## config.mk

```make
export PLATFORM = sky130hd
export DESIGN_NAME = sound_square_regs
export DESIGN_NICKNAME = d
export VERILOG_FILES = /design/src/rtl/sound_pkg.sv /design/src/rtl/sound_frame_seq.sv /design/src/rtl/sound_square_regs.sv
export SDC_FILE = /design/constraint.sdc
export NUM_CORES = 1
export LEC_CHECK = 0
export ABC_AREA = 1
export ABC_CLOCK_PERIOD_IN_PS = 3300
export CORE_ASPECT_RATIO = 0.7
export CORE_MARGIN = 1
export CORE_UTILIZATION = 43
export DETAILED_ROUTE_END_ITERATION = 10
export PLACE_DENSITY = 0.8
export REMOVE_ABC_BUFFERS = 1
export SKIP_CTS_REPAIR_TIMING = 1
export SLEW_MARGIN = 30
export SYNTH_ARGS = -nofsm -noshare
export SYNTH_HDL_FRONTEND = slang
export SYNTH_SLANG_ARGS = --single-unit
```

## constraint.sdc

```tcl
create_clock -name clk -period 3.3 [get_ports clk]
set_clock_uncertainty 0.15 [all_clocks]
set_input_delay 0.99 -clock clk [delete_from_list [all_inputs] [get_ports clk]]
set_output_delay 0.99 -clock clk [all_outputs]
set_load 0.01 [all_outputs]
```

## src/rtl/sound_pkg.sv

```systemverilog
// Shared sound package: register offsets, readback OR-masks and frame
// sequencer step decode constants used by the square, wave and noise
// channel register blocks.
package sound_pkg;

  // Register select derived from the CPU address offset from NRx0.
  typedef enum logic [2:0] {
    REG_NR0  = 3'd0,
    REG_NR1  = 3'd1,
    REG_NR2  = 3'd2,
    REG_NR3  = 3'd3,
    REG_NR4  = 3'd4,
    REG_NONE = 3'd7
  } reg_sel_e;

  localparam logic [15:0] NUM_REGS = 16'd5;

  // Readback OR-masks: write-only bits read back as 1.
  localparam logic [7:0] MASK_NR0      = 8'h80;
  localparam logic [7:0] MASK_NR1      = 8'h3F;
  localparam logic [7:0] MASK_NR2      = 8'h00;
  localparam logic [7:0] MASK_NR3      = 8'hFF;
  localparam logic [7:0] MASK_NR4      = 8'hBF;
  localparam logic [7:0] MASK_UNMAPPED = 8'hFF;

  // Frame sequencer steps. The counter parks at STEP_IDLE so the first
  // tick after enable or reset lands on step 0.
  localparam logic [2:0] STEP_IDLE    = 3'd7;
  localparam logic [2:0] STEP_SWEEP_A = 3'd2;
  localparam logic [2:0] STEP_SWEEP_B = 3'd6;
  localparam logic [2:0] STEP_VOL_ENV = 3'd7;

  // Length counter is clocked on every even step.
  function automatic logic step_is_length(input logic [2:0] step);
    return ~step[0];
  endfunction

endpackage

```

## src/rtl/sound_frame_seq.sv

```systemverilog
// Frame sequencer: 3-bit step counter advanced by the 512 Hz divider tick,
// with one-cycle strobes decoded from the new step in the cycle after the
// advancing edge. GEN_SWEEP=0 ties the sweep strobe low (wave/noise use).
module sound_frame_seq
  import sound_pkg::*;
#(
  parameter bit GEN_SWEEP = 1'b1
) (
  input  logic clk,
  input  logic rst_n,
  input  logic i_en,
  input  logic i_tick,
  output logic o_clk_length_ctr,
  output logic o_clk_sweep,
  output logic o_clk_vol_env
);

  logic [2:0] r_step;
  logic       r_adv;
  logic       w_active;

  // Step counter and "advanced last edge" flag; held idle while disabled.
  always_ff @(posedge clk or negedge rst_n) begin
    if (!rst_n) begin
      r_step <= STEP_IDLE;
      r_adv  <= 1'b0;
    end else if (!i_en) begin
      r_step <= STEP_IDLE;
      r_adv  <= 1'b0;
    end else begin
      r_adv <= i_tick;
      if (i_tick) r_step <= r_step + 3'd1;
    end
  end

  // Strobes are qualified by i_en so disabling drops them immediately.
  always_comb begin
    w_active         = r_adv & i_en;
    o_clk_length_ctr = w_active & step_is_length(r_step);
    o_clk_vol_env    = w_active & (r_step == STEP_VOL_ENV);
    o_clk_sweep      = 1'b0;
    if (GEN_SWEEP)
      o_clk_sweep = w_active & ((r_step == STEP_SWEEP_A) || (r_step == STEP_SWEEP_B));
  end

endmodule

```

## src/rtl/sound_square_regs.sv

```systemverilog
// Square channel register block NRx0..NRx4 with trigger pulse and frame
// sequencer strobes. Optional macro SOUND_SQUARE_SWEEP_EN implements NRx0
// (frequency sweep) and the sweep strobe; without it NRx0 is unmapped.
module sound_square_regs
  import sound_pkg::*;
#(
  parameter logic [15:0] BASE_ADDR = 16'hFF10
) (
  input  logic        clk,
  input  logic        rst_n,
  input  logic [15:0] a,
  input  logic [7:0]  din,
  output logic [7:0]  dout,
  input  logic        wr,
  input  logic        apu_en,
  input  logic        div_tick,
  output logic [2:0]  sweep_time,
  output logic        sweep_decreasing,
  output logic [2:0]  num_sweep_shifts,
  output logic [1:0]  wave_duty,
  output logic [5:0]  length,
  output logic [3:0]  initial_volume,
  output logic        envelope_increasing,
  output logic [2:0]  num_envelope_sweeps,
  output logic [10:0] frequency,
  output logic        single,
  output logic        start,
  output logic        clk_length_ctr,
  output logic        clk_sweep,
  output logic        clk_vol_env
);

`ifdef SOUND_SQUARE_SWEEP_EN
  localparam bit SWEEP_EN = 1'b1;
`else
  localparam bit SWEEP_EN = 1'b0;
`endif

  logic [15:0] w_ofs;
  reg_sel_e    w_sel;
  logic        w_wr;
  logic [7:0]  r_nr1;
  logic [7:0]  r_nr2;
  logic [7:0]  r_nr3;
  logic        r_single;
  logic [2:0]  r_freq_hi;
  logic        r_start;

  assign w_ofs = a - BASE_ADDR;
  assign w_wr  = wr & apu_en;

  // Address decode: offsets 0..4 select a register, anything else is unmapped.
  always_comb begin
    w_sel = REG_NONE;
    if (w_ofs < NUM_REGS) w_sel = reg_sel_e'(w_ofs[2:0]);
  end

  // NRx1..NRx4 storage; cleared while the APU is disabled. The trigger bit
  // (din[7]) of NRx4 is not stored.
  always_ff @(posedge clk or negedge rst_n) begin
    if (!rst_n) begin
      r_nr1     <= '0;
      r_nr2     <= '0;
      r_nr3     <= '0;
      r_single  <= 1'b0;
      r_freq_hi <= '0;
    end else if (!apu_en) begin
      r_nr1     <= '0;
      r_nr2     <= '0;
      r_nr3     <= '0;
      r_single  <= 1'b0;
      r_freq_hi <= '0;
    end else if (wr) begin
      case (w_sel)
        REG_NR1: r_nr1 <= din;
        REG_NR2: r_nr2 <= din;
        REG_NR3: r_nr3 <= din;
        REG_NR4: begin
          r_single  <= din[6];
          r_freq_hi <= din[2:0];
        end
        default: ;
      endcase
    end
  end

  // Trigger: registered so start lines up with the fields written by the
  // same NRx4 write; consecutive triggers give consecutive start cycles.
  always_ff @(posedge clk or negedge rst_n) begin
    if (!rst_n) r_start <= 1'b0;
    else        r_start <= w_wr & (w_sel == REG_NR4) & din[7];
  end

  assign start = r_start & apu_en;

`ifdef SOUND_SQUARE_SWEEP_EN
  logic [6:0] r_nr0;

  // NRx0 sweep register, cleared while the APU is disabled.
  always_ff @(posedge clk or negedge rst_n) begin
    if (!rst_n)                          r_nr0 <= '0;
    else if (!apu_en)                    r_nr0 <= '0;
    else if (wr && (w_sel == REG_NR0))   r_nr0 <= din[6:0];
  end

  assign sweep_time       = r_nr0[6:4];
  assign sweep_decreasing = r_nr0[3];
  assign num_sweep_shifts = r_nr0[2:0];
`else
  assign sweep_time       = '0;
  assign sweep_decreasing = 1'b0;
  assign num_sweep_shifts = '0;
`endif

  assign wave_duty           = r_nr1[7:6];
  assign length              = r_nr1[5:0];
  assign initial_volume      = r_nr2[7:4];
  assign envelope_increasing = r_nr2[3];
  assign num_envelope_sweeps = r_nr2[2:0];
  assign frequency           = {r_freq_hi, r_nr3};
  assign single              = r_single;

  // CPU readback: stored bits ORed with the write-only mask of each register.
  always_comb begin
    dout = MASK_UNMAPPED;
    case (w_sel)
`ifdef SOUND_SQUARE_SWEEP_EN
      REG_NR0: dout = MASK_NR0 | {1'b0, r_nr0};
`else
      REG_NR0: dout = MASK_UNMAPPED;
`endif
      REG_NR1: dout = MASK_NR1 | r_nr1;
      REG_NR2: dout = MASK_NR2 | r_nr2;
      REG_NR3: dout = MASK_NR3 | r_nr3;
      REG_NR4: dout = MASK_NR4 | {1'b0, r_single, 6'b0};
      default: dout = MASK_UNMAPPED;
    endcase
  end

  sound_frame_seq #(
    .GEN_SWEEP(SWEEP_EN)
  ) u_frame_seq (
    .clk              (clk),
    .rst_n            (rst_n),
    .i_en             (apu_en),
    .i_tick           (div_tick),
    .o_clk_length_ctr (clk_length_ctr),
    .o_clk_sweep      (clk_sweep),
    .o_clk_vol_env    (clk_vol_env)
  );

endmodule

```

==> results of run 1 <==
## worst reg2reg max path: stages (launching register included)
cell                      delay [ns]
sky130_fd_sc_hd__dfstp_2        0.56
sky130_fd_sc_hd__ha_1           0.15
sky130_fd_sc_hd__ha_1           0.22
sky130_fd_sc_hd__a21oi_1        0.14
sky130_fd_sc_hd__nand2_1        0.06
## kinds of logic after synthesis
group / count (synthesis) / share of synthesized area [%]
simple gates: 157 / 39.0
buf+inv: 51 / 12.5
flops: 33 / 43.5
compound gates: 13 / 3.61
fa+ha+maj: 2 / 1.31
other cells: 1 / 0.197
## registers in the layout (all words and copies together) (netlist names)
signal              cells
r_nr3                   8
u_frame_seq.r_step      3
r_start                 1
r_nr2                   8
r_freq_hi               3
u_frame_seq.r_adv       1
single                  1
r_nr1                   8
## layout by cell type, fill, tap and decap left out, types with 2 or more instances in the layout
cell type / synthesis / routed
sky130_fd_sc_hd__clkbuf_2: 0 / 7
sky130_fd_sc_hd__inv_1: 32 / 28
sky130_fd_sc_hd__nand2_1: 65 / 55
sky130_fd_sc_hd__buf_2: 1 / 2
sky130_fd_sc_hd__inv_2: 0 / 4
sky130_fd_sc_hd__nand3_1: 47 / 43
sky130_fd_sc_hd__conb_1: 1 / 8
sky130_fd_sc_hd__dfrtp_1: 30 / 30
sky130_fd_sc_hd__o21ai_2: 1 / 2
sky130_fd_sc_hd__dfstp_2: 3 / 3
sky130_fd_sc_hd__buf_6: 2 / 10
sky130_fd_sc_hd__a21oi_1: 3 / 2
sky130_fd_sc_hd__clkdlybuf4s50_1: 0 / 42
sky130_fd_sc_hd__dlymetal6s2s_1: 0 / 9
sky130_fd_sc_hd__clkbuf_8: 0 / 7
sky130_fd_sc_hd__nor2_4: 1 / 4
sky130_fd_sc_hd__nand3_2: 1 / 4
sky130_fd_sc_hd__nand4_1: 20 / 20
sky130_fd_sc_hd__nand2_2: 2 / 9
sky130_fd_sc_hd__ha_1: 2 / 2
sky130_fd_sc_hd__buf_4: 8 / 30
sky130_fd_sc_hd__nor2_1: 15 / 11
sky130_fd_sc_hd__o21ai_0: 9 / 7
sky130_fd_sc_hd__nor2_2: 2 / 3
sky130_fd_sc_hd__nand2_4: 0 / 3
## layer usage
metal | GRT usage (%) | routed length (um)
met1 | 35.9 | 2540
met5 | 0 | 0
met2 | 35.6 | 2640
met3 | 5.51 | 450
met4 | 6.77 | 85
## metrics by stage
| stage | area (um^2) | power (mW) | worst slack, ns | setup TNS, ns | hold slack (ns) |
|---|---|---|---|---|---|
| finish | 3000 | 0.924 | -0.302 | -2.08 | 0.314 |
| global route | 3000 | 0.968 | -0.379 | -2.66 | 0.345 |
| CTS | 2850 | 0.917 | -1.06 | -8.77 | 0.316 |
| detailed placement | 2750 | 0.586 | -1.06 | -8.69 | 0.306 |
| global placement | 2750 | 0.582 | -0.975 | -8.05 | 0.304 |
| floorplan | 1820 | 0.494 | -0.232 | -0.238 | 0.294 |
## cell type report
class / instances / area [um^2]
fill: 307 / 1080
multi-input combinational: 180 / 972
timing repair buffer: 100 / 916
sequential: 33 / 830
inverter: 32 / 120
clock buffer: 7 / 96.3
tap: 52 / 65.1
clock inverter: 1 / 5.00
## power by group
part,internal (mW),switching [mW]
clock,0.188,0.144
combinational,0.0709,0.0887
sequential,0.423,0.00897
total,0.683,0.242
## worst max-delay path by stage
stage,start,cells past startpoint,to
final,a[8],12,dout[7]
after global routing,a[8],12,dout[7]
after CTS,a[9],12,dout[7]
after detailed placement,a[9],12,dout[7]
after global placement,a[5],12,dout[2]
after floorplan,a[7],9,dout[6]
==> flow_summary.ini, run 1 <==
[layout]
layout.core_utilization_pct = 73.5
drive_gt1_share_pct = 26.3
fin_cells = 405
num_antenna_cells = 0
synthToLayoutAreaGrowth_pct = 57.4
final_net_count = 383

[synthesis]
dominantRegCellSynth = sky130_fd_sc_hd__dfrtp_1
netlist_area_um2 = 1910
ys.warnings.count = 0
number_of_distinct_library_cells_after_synthesis = 25
netlist_top_cells_area = sky130_fd_sc_hd__dfrtp_1, sky130_fd_sc_hd__nand2_1, sky130_fd_sc_hd__nand3_1
synth_edf_count = 0
seq_area_frac_synth_pct = 43.5
async_set_reset_flop_share_out_of_synthesis_pct = 100
synth_top_area_share_pct = 39.3
yosysMostFrequentCell = sky130_fd_sc_hd__nand2_1
synth_top_cell_by_area = sky130_fd_sc_hd__dfrtp_1
synth_commonest_cells = sky130_fd_sc_hd__nand2_1, sky130_fd_sc_hd__nand3_1, sky130_fd_sc_hd__inv_1
synthesized_area_per_cell_um2 = 7.42
synthesis.instances = 257
ys_ff_latch = 33

[hold_path]
min-delay-start = u_frame_seq.r_step[2]$_DFFE_PN1P_
worstHoldPathType = reg2reg
min_path_cells = 2
hold_endpoint = u_frame_seq.r_step[2]$_DFFE_PN1P_

[floorplan]
initial_core_util_pct = 46.7
coreArea_um2 = 4090
dieHeight_um = 57.7
design.die.area_um2 = 4710
io_pins = 76
overall_die_width_um = 81.6
num_rows = 19

[worst_setup_path]
cp.buffers_inverters = 3
cpPeakStageDelay_ns = 0.20
startpoint_type = primary input
critical_path_peak_fanout = 6
rr_endpoint = u_frame_seq.r_step[2]$_DFFE_PN1P_
worst-r2r-cell-count = 4
worst_path_max_delay_cell = sky130_fd_sc_hd__nor2_4
arrival_ns = 2.46
worst_path_dominant_cell_family = simple AND/OR/NAND/NOR gates
worst-setup-path-type = in2out
worst_ep_required_time_ns = 2.16
worstPathCellList = clkbuf_2 -> nand2_2 -> nor2_4 -> nand4_1 -> nand2_1 -> nand3_2 -> nor2_4 -> buf_6 -> nand3_2 -> a21oi_2 -> nand2_1 -> clkbuf_2
regToRegStartpoint = u_frame_seq.r_step[0]$_DFFE_PN1P_
worstSetupEndpointType = output pin
r2r_slack_ns = 1.95

[placement]
place_congestion = 0.891
place_inst = 390
buffer_ports.inserted = 67
dp_hpwl_mm = 3.88

[status]
outcome = finished, violations left
violated_checks = negative setup slack

[timing]
rsz_0062_raised_after_global_routing = true
final-setup-viol-count = 8
layout_setup_ws_ns = -0.302
fin_crit_sh_pct = 109
report.final.slew_viol_count = 0
clock.fmax_mhz = 278
period_needed_ns = 3.60
finalHoldViolations = 0

[route]
routed_via_count = 2114
dr.first_iter.drc_count = 163
drt_first_pass_iters = 4
drt_drc_violations_left = 0
routed_wirelength_mm = 5.71
postRouteAntennaNets = 0
average_wire_per_cell_in_the_routed_design_um = 14.1
detail_route.vias_per_cell = 5.22

[clock_network]
worst_path_clk_slew_ns = 0.06
clock_sinks = 33
numCtsBuffers = 5
clk_root_buffer_cell = sky130_fd_sc_hd__clkbuf_8
clk_path_buf_depth = 2
tritoncts_clock_tree = yes
clkLatencyLatePin_ns = 0.28
clock_tree.htree_level_count = 2

[global_routing]
maximum_number_of_pins_on_one_net_before_global_route_repair = 34
global_route.usage.total_pct = 24.2
grt_pass1_wl_mm = 8.60
antenna_found_initial = 0
grt_pass1_vias = 1843
grt.overflow.total = 0

[power]
power_leakage_nw = 1.59
power_per_cell_area_nw_per_um2 = 308
worst_ir_drop_vdd_mv = 0.326

[run]
drv_cap = 0
Note: power is estimated with default switching activity, not from simulation.
==> run 2, diff against run 1 <==
--- a/config.mk
+++ b/config.mk
@@ -9,9 +9,11 @@
 export ABC_CLOCK_PERIOD_IN_PS = 3300
 export CORE_ASPECT_RATIO = 0.7
 export CORE_MARGIN = 1
-export CORE_UTILIZATION = 43
+export CORE_UTILIZATION = 45
+export CTS_BUF_LIST = sky130_fd_sc_hd__clkbuf_8
 export DETAILED_ROUTE_END_ITERATION = 10
-export PLACE_DENSITY = 0.8
+export HOLD_SLACK_MARGIN = 0.02
+export PLACE_DENSITY = 0.83
 export REMOVE_ABC_BUFFERS = 1
 export SKIP_CTS_REPAIR_TIMING = 1
 export SLEW_MARGIN = 30
==> run 2 against run 1 <==
  * The run still ends with negative setup slack left
  * First-iteration DRC count rose by 23%
  * Non-clock buffer count increased by 1
  * Routed wire length fell by 0.26%
  * Largest cell class unchanged
  * Highest routed layer unchanged
==> flow_summary.ini, run 2 (synthesis results as in run 1) <==
[timing]
final-setup-viol-count = 8
rsz_0062_raised_after_global_routing = true
finalHoldViolations = 0
fin_hold_ws_ns = 0.320
period_needed_ns = 3.60
fin_crit_sh_pct = 109
clock.fmax_mhz = 278
layout_setup_ws_ns = -0.300
report.final.slew_viol_count = 0

[clock_network]
clk_root_buffer_cell = sky130_fd_sc_hd__clkbuf_8
numCtsBuffers = 5
clkLatencyLatePin_ns = 0.29
tritoncts_clock_tree = yes
clock_sinks = 33
clock_tree.htree_level_count = 2
worst_path_clk_slew_ns = 0.07
clk_path_buf_depth = 2

[hold_path]
hold_endpoint = u_frame_seq.r_step[2]$_DFFE_PN1P_
min-delay-start = u_frame_seq.r_step[2]$_DFFE_PN1P_
min_path_cells = 2
worstHoldPathType = reg2reg

[placement]
place_congestion = 0.883
dp_hpwl_mm = 3.86
buffer_ports.inserted = 67
dp_worst_setup_slack_ns = -1.06
place_inst = 392

[floorplan]
num_rows = 19
initial_core_util_pct = 47.8
io_pins = 76
overall_die_width_um = 79.8
coreArea_um2 = 3990
dieHeight_um = 56.5
design.die.area_um2 = 4510

[worst_setup_path]
arrival_ns = 2.46
worst-setup-path-type = in2out
startpoint_type = primary input
critical_path_peak_fanout = 7
worstSetupEndpointType = output pin
rr_endpoint = u_frame_seq.r_step[2]$_DFFE_PN1P_
r2r_slack_ns = 1.95
worst_ep_required_time_ns = 2.16
regToRegStartpoint = u_frame_seq.r_step[0]$_DFFE_PN1P_
worst-r2r-cell-count = 4

[status]
violated_checks = negative setup slack
outcome = finished, violations left

[route]
detail_route.vias_per_cell = 5.22
average_wire_per_cell_in_the_routed_design_um = 14.0
routed_via_count = 2120
drt_first_pass_iters = 4
drt_drc_violations_left = 0
postRouteAntennaNets = 0
dr.first_iter.drc_count = 201
routed_wirelength_mm = 5.69

[layout]
layout.core_utilization_pct = 74.4
multi_input_comb_area_um2 = 966
final_net_count = 384
largest_registers = r_nr1: 8 flops, r_nr2: 8 flops, r_nr3: 8 flops
register_area_um2 = 830
fillerInstances = 303
fin_cells = 406
mostFrequentLayoutCell = sky130_fd_sc_hd__nand2_1
drive_gt1_share_pct = 25.4
num_antenna_cells = 0
synthToLayoutAreaGrowth_pct = 55.7
mostFrequentLayoutCells = sky130_fd_sc_hd__nand2_1, sky130_fd_sc_hd__nand3_1, sky130_fd_sc_hd__clkdlybuf4s50_1

[power]
power_leakage_nw = 1.56
worst_ir_drop_vdd_mv = 0.263
power_per_cell_area_nw_per_um2 = 298

[global_routing]
grt_pass1_vias = 1865
antenna_found_initial = 0
global_route.usage.total_pct = 24.6
grt_pass1_wl_mm = 8.49
maximum_number_of_pins_on_one_net_before_global_route_repair = 34
grt.overflow.total = 0

[run]
drv_cap = 0
[run 2: cell types whose count changed in the layout (fill, tap and decap cells not counted), moves of 2 or more]
cell,previous run,this run
sky130_fd_sc_hd__nand2_2,9,6
sky130_fd_sc_hd__clkbuf_2,7,10
sky130_fd_sc_hd__nand2_1,55,59
sky130_fd_sc_hd__clkbuf_8,7,5
[run 2: through the flow]
step | area [um^2] | total power [mW] | setup TNS, ns
global route | 2970 | 0.928 | -2.60
global placement | 2760 | 0.582 | -7.97
CTS | 2850 | 0.875 | -8.70
detailed placement | 2760 | 0.588 | -8.60
finish | 2970 | 0.886 | -1.88
floorplan | 1820 | 0.494 | -0.238
[run 2: final cells by class]
class / count / share of cell area (%)
clock inverters: 3 / 0.463
repair buffers: 101 / 30.5
clock buffers: 5 / 2.32
flip-flops and latches: 33 / 27.9
multi-input cells: 180 / 32.5
well taps: 52 / 2.19
inverters: 32 / 4.04
[run 2: report_power, final]
part	switching, mW	total (mW)	internal, mW
clock	0.153	0.296	0.143
combinational	0.0892	0.159	0.0695
sequential	0.00847	0.432	0.423
[run 2: worst max-delay path by stage]
stage | start | endpoint | slack (ns) | cells past startpoint
floorplan | a[7] | dout[6] | -0.23 | 9
global placement | a[7] | dout[0] | -0.96 | 12
detailed placement | a[7] | dout[2] | -1.06 | 12
CTS | a[7] | dout[2] | -1.07 | 12
global route | a[6] | dout[6] | -0.39 | 12
finish | a[4] | dout[6] | -0.30 | 13
[run 2: worst max-delay path: stages]
cell,delay (ns)
sky130_fd_sc_hd__clkbuf_2,0.12
sky130_fd_sc_hd__nor2_4,0.06
sky130_fd_sc_hd__nand2_4,0.10
sky130_fd_sc_hd__nand2_1,0.10
sky130_fd_sc_hd__nand2_1,0.09
sky130_fd_sc_hd__inv_1,0.04
sky130_fd_sc_hd__nor2_1,0.12
sky130_fd_sc_hd__nand3_2,0.12
sky130_fd_sc_hd__buf_6,0.15
sky130_fd_sc_hd__nor3_4,0.24
sky130_fd_sc_hd__nand3_1,0.10
sky130_fd_sc_hd__nand3_1,0.10
sky130_fd_sc_hd__buf_2,0.13
[run 2: metal layers]
| metal | global-route usage (%) | wire length [um] | up-vias |
|---|---|---|---|
| met2 | 38.0 | 2700 | 116 |
| met3 | 5.37 | 495 | 7 |
| li1 | - | - | 1017 |
| met1 | 34.3 | 2440 | 980 |
| met4 | 7.91 | 56 | 0 |
| met5 | 0 | 0 | - |
==> run 3, diff against run 2 <==
--- a/config.mk
+++ b/config.mk
@@ -5,15 +5,14 @@
 export SDC_FILE = /design/constraint.sdc
 export NUM_CORES = 1
 export LEC_CHECK = 0
-export ABC_AREA = 1
-export ABC_CLOCK_PERIOD_IN_PS = 3300
+export ABC_CLOCK_PERIOD_IN_PS = 4300
 export CORE_ASPECT_RATIO = 0.7
 export CORE_MARGIN = 1
-export CORE_UTILIZATION = 45
+export CORE_UTILIZATION = 47
 export CTS_BUF_LIST = sky130_fd_sc_hd__clkbuf_8
 export DETAILED_ROUTE_END_ITERATION = 10
 export HOLD_SLACK_MARGIN = 0.02
-export PLACE_DENSITY = 0.83
+export PLACE_DENSITY = 0.88
 export REMOVE_ABC_BUFFERS = 1
 export SKIP_CTS_REPAIR_TIMING = 1
 export SLEW_MARGIN = 30
==> constraint.sdc (replaced) <==
create_clock -name clk -period 4.3 [get_ports clk]
set_clock_uncertainty 0.15 [all_clocks]
set_input_delay 1.29 -clock clk [delete_from_list [all_inputs] [get_ports clk]]
set_output_delay 1.29 -clock clk [all_outputs]
set_load 0.01 [all_outputs]
==> run 3 against run 2 <==
  * The run now ends clean
  * Synthesized cell count down 34%
  * Setup slack better by 0.33 ns
  * Flip-flop and latch count unchanged
  * Die area down 11%
  * Utilization up 4.8 points
  * Largest power group unchanged
==> flow_summary.ini, run 3 <==
[status]
outcome = completed

[route]
postRouteAntennaNets = 0
dr.first_iter.drc_count = 80
routed_wirelength_mm = 4.59
drt_drc_violations_left = 0
average_wire_per_cell_in_the_routed_design_um = 14.7
drt_first_pass_iters = 4
routed_via_count = 1598
detail_route.vias_per_cell = 5.12

[floorplan]
overall_die_width_um = 75.2
coreArea_um2 = 3560
design.die.area_um2 = 4010
io_pins = 76
initial_core_util_pct = 49.6
dieHeight_um = 53.3
num_rows = 18

[clock_network]
numCtsBuffers = 5
clkLatencyLatePin_ns = 0.28
tritoncts_clock_tree = yes
clk_path_buf_depth = 2
worst_path_clk_slew_ns = 0.06
clock_tree.htree_level_count = 2
clock_sinks = 33
clk_root_buffer_cell = sky130_fd_sc_hd__clkbuf_8

[worst_setup_path]
arrival_ns = 2.83
startpoint_type = primary input
worst-setup-path-type = in2out
worst_ep_required_time_ns = 2.86
critical_path_peak_fanout = 3
worstSetupEndpointType = output pin

[synthesis]
async_set_reset_flop_share_out_of_synthesis_pct = 100
ys.warnings.count = 0
netlist_top_cells_area = sky130_fd_sc_hd__dfrtp_1, sky130_fd_sc_hd__mux2i_1, sky130_fd_sc_hd__nand2_1
synth_top_area_share_pct = 42.6
number_of_distinct_library_cells_after_synthesis = 33
synthesis.instances = 170
dominantRegCellSynth = sky130_fd_sc_hd__dfrtp_1
synth_compound_gate_area_share_pct = 4.47
adder_cell_area_share_of_the_yosys_netlist_pct = 1.42
synthesized_area_per_cell_um2 = 10.4
synth_top_family_by_area = simple AND/OR/NAND/NOR gates
synth_mux_area_share_pct = 17.0
synth_edf_count = 0
netlist_area_um2 = 1760
synth_commonest_cells = sky130_fd_sc_hd__nand2_1, sky130_fd_sc_hd__dfrtp_1, sky130_fd_sc_hd__mux2i_1
area_share_of_and_or_nand_nor_cells_after_synthesis_pct = 24.7
seq_area_frac_synth_pct = 47.0
ys_ff_latch = 33
synth_xor_xnor_area_share_pct = 0.496
synth_top_cell_by_area = sky130_fd_sc_hd__dfrtp_1
yosysMostFrequentCell = sky130_fd_sc_hd__nand2_1

[global_routing]
global_route.usage.total_pct = 23.6
grt_pass1_vias = 1490
antenna_found_initial = 0
grt.overflow.total = 0
maximum_number_of_pins_on_one_net_before_global_route_repair = 34
grt_pass1_wl_mm = 6.73

[timing]
finalHoldViolations = 0
clock.fmax_mhz = 234
fin_crit_sh_pct = 99.2
period_needed_ns = 4.27
fin_hold_ws_ns = 0.385
final-setup-viol-count = 0
report.final.slew_viol_count = 0

[layout]
layout.core_utilization_pct = 79.2
largest_registers = r_nr1: 8 flops, r_nr2: 8 flops, r_nr3: 8 flops
num_antenna_cells = 0
fillerInstances = 236
final_net_count = 292
synthToLayoutAreaGrowth_pct = 59.8
mostFrequentLayoutCells = sky130_fd_sc_hd__clkdlybuf4s50_1, sky130_fd_sc_hd__nand2_1, sky130_fd_sc_hd__mux2i_1, sky130_fd_sc_hd__dfrtp_1, sky130_fd_sc_hd__buf_4
mostFrequentLayoutCell = sky130_fd_sc_hd__clkdlybuf4s50_1
drive_gt1_share_pct = 25.2

[power]
worst_ir_drop_vdd_mv = 0.195
switching_share_pct = 22.8
switching_power_mw = 0.157
power.share.clock_pct = 40.2
p_total_mw = 0.687
seq_power_share_pct = 46.5
power_per_cell_area_nw_per_um2 = 244
pwr-share-comb_pct = 13.3
power_leakage_nw = 1.50
cell_internal_pwr_mw = 0.530

[placement]
dp_hpwl_mm = 3.29
buffer_ports.inserted = 67
place_congestion = 0.770

[run]
drv_cap = 0

[hold_path]
worstHoldPathType = reg2reg
run 3: worst max-delay path: stages:
cell	delay [ns]
sky130_fd_sc_hd__dlymetal6s2s_1	0.12
sky130_fd_sc_hd__nand4_1	0.22
sky130_fd_sc_hd__o31a_1	0.37
sky130_fd_sc_hd__nor3_4	0.14
sky130_fd_sc_hd__nand4_1	0.14
sky130_fd_sc_hd__buf_4	0.18
sky130_fd_sc_hd__or2_4	0.23
sky130_fd_sc_hd__buf_6	0.12
run 3: final cells by class:
type                    instances  area [um^2]  share of cell area (%)
flip-flops and latches         33          830                    29.4
well taps                      50         62.6                    2.22
clock inverters                 3         38.8                    1.38
inverters                       1         3.75                   0.133
multi-input cells             130          961                    34.1
repair buffers                 90          855                    30.3
clock buffers                   5         68.8                    2.44
run 3: routing by layer:
layer  up-vias  GRT usage (%)  share of wire [%]
met5         -              0                  0
met4         0           6.17               0.46
met3         5           8.00                7.6
met2        61           40.8                 49
met1       777           28.3                 43
li1        755              -                  -
run 3: metrics by stage:
step	worst slack [ns]	area (um^2)	std cells	TNS [ns]
4_1_cts	-0.743	2680	306	-5.65
3_3_place_gp	-0.680	2570	298	-5.24
5_1_grt	-0.0521	2820	312	-0.296
2_1_floorplan	0.106	1710	164	0
6_report	0.0333	2820	312	0
3_5_place_dp	-0.729	2570	298	-5.53
run 3: power by group through the flow:
| stage | clock [mW] | sequential (mW) | combinational, mW |
|---|---|---|---|
| 2_1_floorplan | 0 | 0.325 | 0.0295 |
| 3_3_place_gp | 0 | 0.325 | 0.0845 |
| 3_5_place_dp | 0 | 0.325 | 0.0861 |
| 4_1_cts | 0.281 | 0.320 | 0.0871 |
| 5_1_grt | 0.291 | 0.320 | 0.101 |
| 6_report | 0.276 | 0.320 | 0.0911 |
run 3: worst paths after layout:
kind / from / to / slack, ns / depth (start not counted)
setup / recovery: a[9] / dout[5] / 0.03 / 8
hold / removal: r_nr3[3]$_DFFE_PN0P_ / r_nr3[3]$_DFFE_PN0P_ / 0.39 / 2
setup reg to reg: u_frame_seq.r_step[0]$_DFFE_PN1P_ / u_frame_seq.r_step[2]$_DFFE_PN1P_ / 2.94 / 4
hold reg to reg: r_nr3[3]$_DFFE_PN0P_ / r_nr3[3]$_DFFE_PN0P_ / 0.39 / 2
max in group asynchronous: rst_n / u_frame_seq.r_step[1]$_DFFE_PN1P_ / 2.42 / 2
min in group asynchronous: rst_n / r_freq_hi[1]$_DFFE_PN0P_ / 1.26 / 2
run 3: logic make-up after synthesis:
kind of cell,Yosys count
AOI/OAI and AO/OA,10
xor gates and xnor gates,1
adders and majority gates,2
buffers and inverters,14
DFF,33
muxes,30
other,1
and+or+nand+nor,79
